### src/rtl/datapath.sv
// Register/bus datapath for the 8-bit accumulator CPU: one bus driver per cycle, registers and RAM load on posedge.
// Optional macro DATAPATH_LOADER_EN adds a RAM program-loader port active while clear is held.
module datapath #(
  parameter int WIDTH = 8,
  parameter int DEPTH = 16
) (
  input  logic             clock,
  input  logic             clear,
  input  logic             pc_inc,
  input  logic             jmp,
  input  logic             pc_out,
  input  logic             acc_in,
  input  logic             acc_out,
  input  logic             mar_in,
  input  logic             alu_out,
  input  logic             add_sub,
  input  logic             alu0_and,
  input  logic             alu1_or,
  input  logic             xor_not,
  input  logic             ram_in,
  input  logic             ram_out,
  input  logic             br_in,
  input  logic             ir_in,
  input  logic             ir_out,
  input  logic             opr_in,
  input  logic             hlt_sig,
`ifdef DATAPATH_LOADER_EN
  input  logic             prog_we,
  input  logic [3:0]       prog_addr,
  input  logic [WIDTH-1:0] prog_data,
`endif
  output logic [3:0]       instruction,
  output logic [WIDTH-1:0] out_value,
  output logic             carry,
  output logic             zero,
  output logic             halted,
  output logic             bus_conflict,
  output logic [WIDTH-1:0] bus_value
);

  localparam int AW = $clog2(DEPTH);

  localparam logic [3:0] OP_ADD = 4'b0000;
  localparam logic [3:0] OP_SUB = 4'b0001;
  localparam logic [3:0] OP_AND = 4'b0100;
  localparam logic [3:0] OP_OR  = 4'b1000;
  localparam logic [3:0] OP_XOR = 4'b1100;
  localparam logic [3:0] OP_NOT = 4'b1110;

  logic [AW-1:0]    pc_q, pc_d, mar_q, mar_d;
  logic [WIDTH-1:0] ir_q, ir_d, acc_q, acc_d, br_q, br_d, out_q, out_d;
  logic             carry_q, carry_d, zero_q, zero_d;
  logic             halted_q, halted_d, conflict_q, conflict_d;

  logic [WIDTH-1:0] ram_q [DEPTH];
  logic             ram_we;
  logic [AW-1:0]    ram_waddr;
  logic [WIDTH-1:0] ram_wdata;

  logic [3:0]       alu_sel;
  logic [WIDTH:0]   alu_res;
  logic [2:0]       n_drv;
  logic [WIDTH-1:0] bus;

  // Bit WIDTH of the result is the adder carry-out; logic ops and unused codes leave it clear.
  function automatic logic [WIDTH:0] alu_f(input logic [3:0] op,
                                           input logic [WIDTH-1:0] a,
                                           input logic [WIDTH-1:0] b);
    case (op)
      OP_ADD:  return {1'b0, a} + {1'b0, b};
      OP_SUB:  return {1'b0, a} + {1'b0, ~b} + (WIDTH+1)'(1);
      OP_AND:  return {1'b0, a & b};
      OP_OR:   return {1'b0, a | b};
      OP_XOR:  return {1'b0, a ^ b};
      OP_NOT:  return {1'b0, ~a};
      default: return '0;
    endcase
  endfunction

  assign alu_sel = {alu1_or, alu0_and, xor_not, add_sub};
  assign alu_res = alu_f(alu_sel, acc_q, br_q);

  always_comb begin
    n_drv = 3'(pc_out) + 3'(ir_out) + 3'(ram_out) + 3'(acc_out) + 3'(alu_out);
    bus   = '0;
    if (alu_out)      bus = alu_res[WIDTH-1:0];
    else if (ram_out) bus = ram_q[mar_q];
    else if (acc_out) bus = acc_q;
    else if (ir_out)  bus = {{(WIDTH-4){1'b0}}, ir_q[3:0]};
    else if (pc_out)  bus = {{(WIDTH-AW){1'b0}}, pc_q};
  end

  always_comb begin
    pc_d       = pc_q;
    mar_d      = mar_q;
    ir_d       = ir_q;
    acc_d      = acc_q;
    br_d       = br_q;
    out_d      = out_q;
    carry_d    = carry_q;
    zero_d     = zero_q;
    halted_d   = halted_q;
    conflict_d = conflict_q;
    ram_we     = 1'b0;
    ram_waddr  = mar_q;
    ram_wdata  = bus;
    // A halted machine freezes all architectural state until clear.
    if (!halted_q) begin
      if (mar_in) mar_d = bus[AW-1:0];
      if (ir_in)  ir_d  = bus;
      if (acc_in) acc_d = bus;
      if (br_in)  br_d  = bus;
      if (opr_in) out_d = bus;
      if (jmp)         pc_d = bus[AW-1:0];
      else if (pc_inc) pc_d = pc_q + AW'(1);
      if (alu_out && acc_in) begin
        carry_d = alu_res[WIDTH];
        zero_d  = (alu_res[WIDTH-1:0] == '0);
      end
      if (hlt_sig)    halted_d   = 1'b1;
      if (n_drv > 3'd1) conflict_d = 1'b1;
      ram_we = ram_in;
    end
    if (clear) begin
      ram_we = 1'b0;
`ifdef DATAPATH_LOADER_EN
      ram_we    = prog_we;
      ram_waddr = prog_addr;
      ram_wdata = prog_data;
`endif
    end
  end

  always_ff @(posedge clock) begin
    if (clear) begin
      pc_q       <= '0;
      mar_q      <= '0;
      ir_q       <= '0;
      acc_q      <= '0;
      br_q       <= '0;
      out_q      <= '0;
      carry_q    <= 1'b0;
      zero_q     <= 1'b0;
      halted_q   <= 1'b0;
      conflict_q <= 1'b0;
    end else begin
      pc_q       <= pc_d;
      mar_q      <= mar_d;
      ir_q       <= ir_d;
      acc_q      <= acc_d;
      br_q       <= br_d;
      out_q      <= out_d;
      carry_q    <= carry_d;
      zero_q     <= zero_d;
      halted_q   <= halted_d;
      conflict_q <= conflict_d;
    end
  end

  // RAM contents survive clear.
  always_ff @(posedge clock) begin
    if (ram_we) ram_q[ram_waddr] <= ram_wdata;
  end

  assign instruction  = ir_q[WIDTH-1:WIDTH-4];
  assign out_value    = out_q;
  assign carry        = carry_q;
  assign zero         = zero_q;
  assign halted       = halted_q;
  assign bus_conflict = conflict_q;
  assign bus_value    = bus;

endmodule
### config.mk
export PLATFORM = sky130hd
export DESIGN_NAME = datapath
export DESIGN_NICKNAME = d
export VERILOG_FILES = /design/src/rtl/datapath.sv
export SDC_FILE = /design/constraint.sdc
export NUM_CORES = 1
export LEC_CHECK = 0
export CORE_UTILIZATION = 30
export DETAILED_ROUTE_END_ITERATION = 7
export SETUP_SLACK_MARGIN = 0.1
export SLEW_MARGIN = 20
export SYNTH_ARGS = -nofsm -noshare
export SYNTH_HDL_FRONTEND = slang
export SYNTH_SLANG_ARGS = --single-unit
### constraint.sdc
create_clock -name clock -period 2.88 [get_ports clock]
set_clock_uncertainty 0.05 [all_clocks]
set_input_delay 0.576 -clock clock [delete_from_list [all_inputs] [get_ports clock]]
set_output_delay 0.576 -clock clock [all_outputs]
set_load 0.02 [all_outputs]
==> run_results.csv, run 1 <==
group,metric,value,unit
run_status,status,"finished with violations",
run_status,violations,"setup timing",
synthesis,synth_compound_area_share,11.2,%
route,drc_errors,0,
global_routing,grt_pass1_wl,36.0,mm
min_path,hp-start,"out_value[0]",
synthesis,yosys.area_share.simple,10.3,%
clock_tree,clock_latency,0.43,ns
route,wl_per_cell,19.0,microns
placed_design,dp.final_hpwl,16.9,mm
sta,rsz0062_at_grt,"yes",
synthesis,synth_edf_count,128,
placed_design,preCtsSetupSlack,-1.01,ns
min_path,worstHoldEndpoint,"out_value[0]",
min_path,min_path_cells,2,
cells_and_area,drive_gt1_share,38.9,%
pwr,ir_drop,0.441,mV
sta,fmax,274,MHz
sta,relSlewSlack,53.6,%
sta,final.setup.tns,-14.30,ns
pwr,powerDensity,559,mW/mm^2
synthesis,synthXorXnorAreaFrac,0.104,%
synthesis,synth_top_family_by_area,"multiplexers",
placed_design,dpl_cell_area,0.0103,sq mm
synthesis,synthAdderAreaFrac,4.73,%
route,wl_met3,1.21,mm
synthesis,synth_area_leaders,"edfxtp_1 (46%), dfxtp_1 (11%), mux4_2 (7.8%)",
placed_design,portBuffers,43,
route,drtPass1Iterations,5,
sta,final-setup-viol-count,34,
run,drv_cap,0,
synthesis,async_flop_share,0,%
synthesis,synth.distinct_cells,72,
sta,timing.final.crit_share,127,%
synthesis,yosysWarnings,0,
worst_setup_path,critPathMaxFanout,3,
synthesis,syn_inst,655,
sta,finalHoldViolCount,0,
floorplan,die_y,170,microns
cells_and_area,nets,926,
min_path,min_path_type,"register to register",
global_routing,grt-ovfl-total,0,
clock_tree,hold_buffers,0,
route,drtIter0Drc,571,
worst_setup_path,ff2ff_setup_slack,-0.67,ns
floorplan,core,0.0273,sq mm
synthesis,ys_seq_area_share,57.1,%
synthesis,syn-cell-area,0.00842,sq mm
synthesis,synth_top_area_share,45.6,%
synthesis,yosysTopAreaCell,"edfxtp_1",
floorplan,die_x,170,microns
global_routing,grt_max_degree,54,
clock_tree,clk_pin_slew,0.07,ns
sta,fin_ws,-0.764,ns
route,top_layer,"met4",
cells_and_area,fin_area,0.0118,sq mm
worst_setup_path,critPathLaunchType,"register",
route,num_vias,6185,
clock_tree,cts.sinks,176,
pwr,leakagePower,4.33,nW
worst_setup_path,r2r-end,"ram_q[0][2]",
clock_tree,cts_buffer_depth,2,
worst_setup_path,endpoint_kind,"output pin",
floorplan,initial_utilization,30.9,%
worst_setup_path,regToRegStartpoint,"br_q[0]",
sta,fin_crit,3.64,ns
route,routed_wl,23.9,mm
clock_tree,cts_made_buffers,17,
synthesis,syn_area_per_cell,12.9,sq um
worst_setup_path,critPathSlowestCell,"mux4_2",
global_routing,grt_use_total,17.0,%
worst_setup_path,critical_path_class,"register to output pin",
synthesis,synthFlopType,"edfxtp_1",
floorplan,ios,44,
synthesis,syn-num-nets,705,
clock_tree,cts_max_level,4,
route,vias_per_cell,4.91,
cells_and_area,syn2layout_area_growth,40.1,%
route,wl_met1,10.5,mm
worst_setup_path,crit_chain,"ha_4 -> inv_2 -> fa_2 -> and2_4 -> mux4_2 -> a211o_4 -> a221oi_4 -> clkinvlp_4 -> buf_6",
clock_tree,ctsRootBufferMaster,"clkbuf_16",
sta,whs,0.405,ns
worst_setup_path,ff2ff_path_depth,15,
floorplan,placementRows,60,
worst_setup_path,required,2.25,ns
sta,worst_pin_slew,0.689,ns
worst_setup_path,cp.arrival,3.02,ns
route,met2WireLength,11.5,mm
synthesis,ys_ff_latch,176,
global_routing,antenna_found_initial,0,
floorplan,dieArea,0.0287,sq mm
synthesis,synth.most_common_cell,"edfxtp_1",
global_routing,grt_pass1_vias,6123,
clock_tree,cts_tree,"yes",
cells_and_area,diodes,0,
sta,drv_slew,0,
placed_design,place_congestion,0.878,
worst_setup_path,slowest_delay,0.45,ns
synthesis,yosys-mux-area-fraction,12.4,%
synthesis,synth_commonest_cells,"edfxtp_1 (128), nor2_1 (60), dfxtp_1 (48)",
route,ant_nets,0,
==> cell families after synthesis <==
group | after synthesis
AO/OA/AOI/OAI | 136
adder cells (fa/ha/maj) | 30
multiplexers | 59
flip-flops | 176
buffers and inverters | 74
AND/OR/NAND/NOR | 179
XOR/XNOR | 1
==> worst max-delay path by stage <==
| stage | from | to | slack (ns) | cells after the start |
|---|---|---|---|---|
| after floorplan | br_q[0] | bus_value[2] | -0.22 | 8 |
| after global placement | alu1_or | bus_value[2] | -0.99 | 8 |
| after detailed placement | alu1_or | bus_value[2] | -1.01 | 8 |
| after CTS | br_q[0] | bus_value[2] | -0.77 | 9 |
| after global routing | br_q[0] | bus_value[2] | -0.84 | 9 |
| final | br_q[0] | bus_value[2] | -0.76 | 9 |
==> report_power, final <==
part | internal (mW) | leakage, nW | switching, mW
combinational | 0.731 | 2.49 | 0.731
sequential | 2.83 | 1.56 | 0.0484
clock | 1.22 | 0.281 | 1.03
==> critical path, delay by kind of cell (launching register included) <==
kind | cells | cell delay [ns]
flip-flops | 1 | 0.36
adder cells (fa/ha/maj) | 2 | 0.48
AND/OR/NAND/NOR | 1 | 0.15
AO/OA/AOI/OAI | 2 | 0.71
multiplexers | 1 | 0.45
buffers and inverters | 3 | 0.43
==> cells in the final DEF, fill, tap and decap left out, types with 4 or more instances in the layout <==
master	n
ha_1	24
buf_6	26
nor3_1	11
buf_12	5
nor2b_1	9
edfxtp_1	128
mux2i_1	16
inv_2	6
buf_4	168
dfxtp_1	41
inv_1	23
o31ai_4	4
nand2_1	43
nand3_1	8
buf_8	6
a21oi_1	30
mux4_2	31
nor2_1	59
nand2b_1	13
mux2_2	4
a2bb2oi_1	5
dfxtp_2	4
o21ai_0	16
clkdlybuf4s50_1	32
a31oi_1	4
clkbuf_16	20
or3_1	5
inv_6	7
nand3b_1	8
a211oi_1	18
o22ai_1	5
o32ai_1	6
==> sequential cells by signal (all words and copies together), names as in the netlist, named ones only <==
register / flops
ram_q: 128
acc_q: 8
br_q: 8
ir_q: 8
out_value: 8
mar_q: 4
pc_q: 4
bus_conflict: 1
carry: 1
halted: 1
zero: 1
==> area by class of cell <==
cell class | count | area [sq um]
Inverter | 32 | 128
Sequential cell | 176 | 4820
Clock buffer | 17 | 425
Clock inverter | 14 | 149
Multi-Input combinational cell | 405 | 3620
Tap cell | 372 | 465
Fill cell | 2510 | 15500
Timing Repair Buffer | 244 | 2190
==> repair_timing <==
item                                   in CTS  in global routing
endpoints found under the hold margin       0                  0
gates cloned                                1                  3
setup buffers                              24                 21
pin swaps                                  17                 16
setup endpoints to repair                  62                 84
resized for setup                         115                 49
==> layer usage <==
metal | track usage [%] | vias up
met5 | 0 | -
met4 | 6.46 | 0
met3 | 3.06 | 40
met2 | 28.1 | 170
met1 | 22.1 | 3046
li1 | - | 2929
==> metrics by stage <==
stage | cells | util (%) | power [mW]
floorplan | 655 | - | 3.53
global placement | 1187 | 38.0 | 4.09
detailed placement | 1187 | 38.0 | 4.10
CTS | 1242 | 41.9 | 6.49
global route | 1260 | 43.3 | 6.84
finish | 1260 | 43.3 | 6.59
Note: power is estimated with default switching activity, not from simulation.
==> run 2: changes to the inputs <==
- CTS_CLUSTER_DIAMETER: default -> 150
- GPL_TIMING_DRIVEN: default -> 1
==> results of run 2 <==
Final layout, timing and power as in run 1 (identical DEF).
==> variant 1 (config.mk and constraints of run 1) <==
Register the outputs `instruction` and `bus_value`, without a reset; this adds one clock of latency there. The other outputs are not delayed to match.
--- a/src/rtl/datapath.sv
+++ b/src/rtl/datapath.sv
@@ -162,12 +162,14 @@
     if (ram_we) ram_q[ram_waddr] <= ram_wdata;
   end
 
-  assign instruction  = ir_q[WIDTH-1:WIDTH-4];
   assign out_value    = out_q;
   assign carry        = carry_q;
   assign zero         = zero_q;
   assign halted       = halted_q;
   assign bus_conflict = conflict_q;
-  assign bus_value    = bus;
+  always_ff @(posedge clock) begin
+    instruction <= ir_q[WIDTH-1:WIDTH-4];
+    bus_value   <= bus;
+  end
 
 endmodule
Function: changed (a bounded check fails within 4 cycles, from zero or initial values).
==> variant 1 against run 1 <==
- critical path depth up 1
- design area down 5.5%
- critical path type is now reg -> reg
- count of clock-buffer cells in the layout up 9
- power down 1.6%
- sequential power up 7%
- synthesized area up 2.4%
- sequential cell count up 12
- wire length down 8.8%
- worst setup slack better by 0.88 ns
==> variant 1: results (changes against run 1) <==
- Status: completed
- M1 GR Usage: 21.28% (-0.82 points)
- DPL Wire Length: 15.91 mm (-5.8%)
- Drt pass-1 iters: 5 (unchanged)
- CTS Buffer Depth: 2 (unchanged)
- Avg Vias per Cell: 4.910 (about the same)
- Nets: 874 (-5.6%)
- Most area-consuming cells after synthesis: edfxtp_1 (45%), dfxtp_1 (14%), mux4_2 (8.4%)
- Worst vdd rail ir drop: 508.0 uV (+15%)
- Routability cong.: 0.8682 (-1.1%)
- Syn_nets: 731 (+3.7%)
- Biggest register: ram_q
- Sequential area share after synthesis: 58.49% (+1.4 points)
- PortBufs: 43 (unchanged)
- Grt met2 use: 25.63% (-2.4 points)
- CP max FO: 8 (+5)
- Placed Instances: 1178 (-0.76%)
- All-Layer GR Usage: 15.67% (-1.3 points)
- DR WL/cell: 17.97 um (-5.4%)
- Initial antenna violation count: 0 (unchanged)
- Number of enable flip-flop cells after synthesis: 128 (unchanged)
- CP arrival: 2.90 ns (-0.12 ns)
- DR iter-0 viols: 420 (-26%)
- Vias in the first global route: 5829 (-4.8%)
- Max reg flops: 128 (unchanged)
- Via count: 5966 (-3.5%)
- TritonCTS buffer count: 17 (unchanged)
- Ratio of cells with drive above 1 in the final layout: 26.40% (-12 points)
- First-pass GRT wire length: 34.00 mm (-5.5%)
- Slew HR: 54.03% (+0.48 points)
- M3 GR Usage: 2.623% (-0.43 points)
- Hold Crit Class: reg -> reg
- Diode count: 0 (unchanged)
- Ys flop type: edfxtp_1
- Leak: 3.918 nW (-9.6%)
- CTS clk-pin slew, worst paths: 0.07 ns (about the same)
- Worst skew pair latency: 0.43 ns (about the same)
- Most frequent cells after synthesis: edfxtp_1 (128), dfxtp_1 (60), nand2_1 (53)
- Commonest non-fill, non-tap cell in the layout: edfxtp_1
- Yosys warns: 0 (unchanged)
- Syn Area/Cell: 12.66 um2 (-1.5%)
- Root buffer cell: clkbuf_16
- Largest net degree at the start of global routing: 52 (-3.7%)
- Post-synth cell types: 71 (-1.4%)
- Asr flop ratio synth: 0% (unchanged)
- H-tree depth: 4 (unchanged)
variant 1: area by class of cell:
cell class	count	area, um2
clock buffer	26	556.8
clock inverter	6	46.29
fill	2660	16860
inverter	30	117.6
multi-input combinational	427	3488
sequential	188	5056
tap	378	473.0
timing repair buffer	160	1411
variant 1: power by group:
part | internal [mW] | switching (mW) | total (mW) | leakage, nW
combinational | 0.517 | 0.575 | 1.09 | 1.97
sequential | 3.01 | 0.0639 | 3.07 | 1.66
clock | 1.35 | 0.978 | 2.33 | 0.294
variant 1: metal layers:
layer | part of all wire [%] | vias up
li1 | - | 2850
met1 | 46 | 2978
met2 | 49 | 124
met3 | 3.6 | 14
met4 | 1.2 | 0
met5 | 0 | -
variant 1: worst max-delay path, stage by stage (launching register included):
cell	delay, ns
dfxtp_4	0.39
ha_4	0.14
inv_2	0.04
fa_2	0.41
o31ai_4	0.23
nor4_2	0.06
or4b_4	0.56
a31oi_4	0.19
a21o_1	0.20
inv_2	0.08
clkbuf_16	0.16
variant 1: metrics by stage:
step	power, mW	setup slack, ns	cell area, um2
finish	6.491	0.1121	11150
global placement	4.151	-0.2293	10310
floorplan	3.659	0.1275	8630
CTS	6.513	0.03531	11010
detailed placement	4.156	-0.2226	10310
global route	6.735	0.02489	11150
variant 1: timing repair:
action	in CTS	in global routing
pin swaps	6	10
buffers inserted	2	2
hold buffers	0	0
gates cloned	1	0
setup endpoints to repair	50	81
resized for setup	18	22
variant 1: path summary, 6_finish.rpt:
| kind | start | end | slack [ns] | cells after the start |
|---|---|---|---|---|
| setup / recovery | br_q[0] | ram_q[1][6] | 0.11 | 10 |
| hold reg to reg | ir_q[7] | instruction[3] | 0.31 | 0 |
| setup reg to reg | br_q[0] | ram_q[1][6] | 0.11 | 10 |
| hold / removal | ir_q[7] | instruction[3] | 0.31 | 0 |
variant 1: cell families (layout without fill, tap and decap cells):
kind of cell	Yosys count	after routing	share of synthesized area (%)
flip-flops	188	188	58.49
AO/OA/AOI/OAI	138	138	10.47
AND/OR/NAND/NOR	206	206	12.39
adder cells (fa/ha/maj)	30	30	4.613
multiplexers	53	53	10.81
buffers and inverters	66	222	3.221
==> variant 2 (flow settings as in run 1) <==
Made on the original files. Set the parameter `WIDTH` to 6 (it was 8).
--- a/src/rtl/datapath.sv
+++ b/src/rtl/datapath.sv
@@ -1,7 +1,7 @@
 // Register/bus datapath for the 8-bit accumulator CPU: one bus driver per cycle, registers and RAM load on posedge.
 // Optional macro DATAPATH_LOADER_EN adds a RAM program-loader port active while clear is held.
 module datapath #(
-  parameter int WIDTH = 8,
+  parameter int WIDTH = 6,
   parameter int DEPTH = 16
 ) (
   input  logic             clock,
Ports: changed (resized bus_value and out_value); port bits go from 44 to 40. No check against the original RTL was run, so the function may have changed too.
==> variant 2 against run 1 <==
- the flow still finishes with violations (setup timing)
- sequential cell count decreased by 40
- register-to-register slack better by 0.83 ns
- sequential power shrank 23%
- synthesized area fell by 21%
- design area decreased by 22%
- worst setup slack better by 0.47 ns
- power is 21% lower
- wire length is 23% lower
- die area down 21%
- global-route usage is essentially flat
- largest cell class unchanged
- highest routed layer unchanged
==> variant 2: results (changes against run 1) <==
- Failing checks: setup timing
- First-pass GRT wire length: 28.70 mm (-20%)
- Routability cong.: 0.8195 (-6.6%)
- Max reg flops: 96 (-25%)
- Slew HR: 67.01% (+13 points)
- Flop-to-flop setup slack: 0.16 ns (+0.83 ns)
- Largest net degree at the start of global routing: 43 (-20%)
- Sequential area share after synthesis: 55.58% (-1.5 points)
- Final setup violation count: 6 (-82%)
- Post-synth cell types: 69 (-4.2%)
- Asr flop ratio synth: 0% (unchanged)
- Path depth of the worst reg2reg path: 12 (-3)
- Crit-path slowest cell: fa_2
- PortBufs: 39 (-9.3%)
- Worst Hold Launch: out_value[2]
- DR iter-0 viols: 283 (-50%)
- Leak: 3.379 nW (-22%)
- Vias in the first global route: 5198 (-15%)
- Ratio of cells with drive above 1 in the final layout: 34.63% (-4.2 points)
- CP max FO: 4 (+1)
- Hold_ws: 0.4174 ns (+0.01212 ns)
- Delay-heaviest family, CP: compound AO/OA/AOI/OAI gates
- Hold Path End: out_value[2]
- Syn_nets: 606 (-14%)
- Avg Vias per Cell: 4.940 (+0.63%)
- Final setup margin: -0.2931 ns (+0.4709 ns)
- Fillers: 2039 (-19%)
- Nets: 777 (-16%)
- Diode count: 0 (unchanged)
- Most area-consuming cells after synthesis: edfxtp_1 (43%), dfxtp_1 (12%), mux2i_1 (7.1%)
- Number of enable flip-flop cells after synthesis: 96 (-25%)
- All-Layer GR Usage: 16.96% (about the same)
- R2r startpoint: acc_q[1]
- DPL Wire Length: 13.49 mm (-20%)
- Most frequent cells after synthesis: edfxtp_1 (96), nor2_1 (56), mux2i_1 (47)
- Crit path largest cell delay: 0.41 ns (-0.04 ns)
- Worst R2R End: ram_q[5][4]
- CTS clk-pin slew, worst paths: 0.06 ns
- Status: complete, but fails checks
- Worst vdd rail ir drop: 409.6 uV (-7.1%)
- CP arrival: 2.55 ns (-0.47 ns)
-- variant 2: worst reg2reg max path, delay by kind of cell (launching register included) --
family,cells,cell delay (ns)
buffers and inverters,6,0.70
AND/OR/NAND/NOR,1,0.10
XOR/XNOR,1,0.13
adder cells (fa/ha/maj),1,0.41
AO/OA/AOI/OAI,3,0.71
flip-flops,1,0.35
-- variant 2: routing by layer --
| layer | track usage [%] | wire length, um | up-vias |
|---|---|---|---|
| met1 | 21.43 | 8209 | 2501 |
| met4 | 7.250 | 446 | 0 |
| met2 | 28.78 | 9192 | 83 |
| li1 | - | - | 2457 |
| met5 | 0 | 0 | - |
| met3 | 2.515 | 488 | 22 |
-- variant 2: how the worst max path moves through the flow --
stage | startpoint | to | depth (start not counted)
finish | acc_q[1] | bus_value[4] | 10
global route | acc_q[1] | bus_value[4] | 10
detailed placement | alu1_or | bus_value[5] | 8
CTS | acc_q[0] | bus_value[4] | 9
floorplan | acc_q[1] | bus_value[3] | 8
global placement | alu1_or | bus_value[5] | 8
-- variant 2: power by group --
group | internal, mW | switching, mW
Clock | 1.19 | 0.813
Sequential | 2.18 | 0.0459
Combinational | 0.472 | 0.515
Total | 3.84 | 1.37
-- variant 2: layout make-up --
cell class	count	area (um2)	share of cell area (%)
clock buffers	17	425.4	4.616
multi-input cells	368	2937	31.86
well taps	280	350.3	3.801
clock inverters	14	123.9	1.344
inverters	22	85.08	0.9232
flip-flops and latches	136	3702	40.17
repair buffers	188	1593	17.28
-- variant 2: logic make-up (layout without fill, tap and decap cells) --
| family | count (synthesis) | count (layout) | share of synthesized area (%) |
|---|---|---|---|
| flip-flops | 136 | 136 | 55.58 |
| XOR/XNOR | 4 | 4 | 0.5287 |
| multiplexers | 50 | 50 | 8.061 |
| AO/OA/AOI/OAI | 124 | 124 | 13.74 |
| AND/OR/NAND/NOR | 166 | 166 | 13.18 |
| buffers and inverters | 58 | 241 | 4.040 |
| adder cells (fa/ha/maj) | 24 | 24 | 4.871 |
-- variant 2: metrics by stage --
stage                     std cells  area (um2)  utilization [%]  setup slack, ns  TNS (ns)
after floorplan                 562        6636                -           0.1364         0
after global placement          975        8230            37.83          -0.7606    -9.324
after detailed placement        975        8230            37.83          -0.7390    -11.35
after CTS                      1027        9194            42.26          -0.3040    -1.548
after global routing           1025        9216            42.36          -0.3483    -1.756
final                          1025        9216            42.36          -0.2931    -1.199
-- variant 2: timing repair --
action                     4_1_cts  5_1_grt
pin swaps                       30       14
setup endpoints to repair       28       11
buffers inserted                22        2
hold buffers                     0        0
hold endpoints to repair         0        0
gates resized for setup        104        7
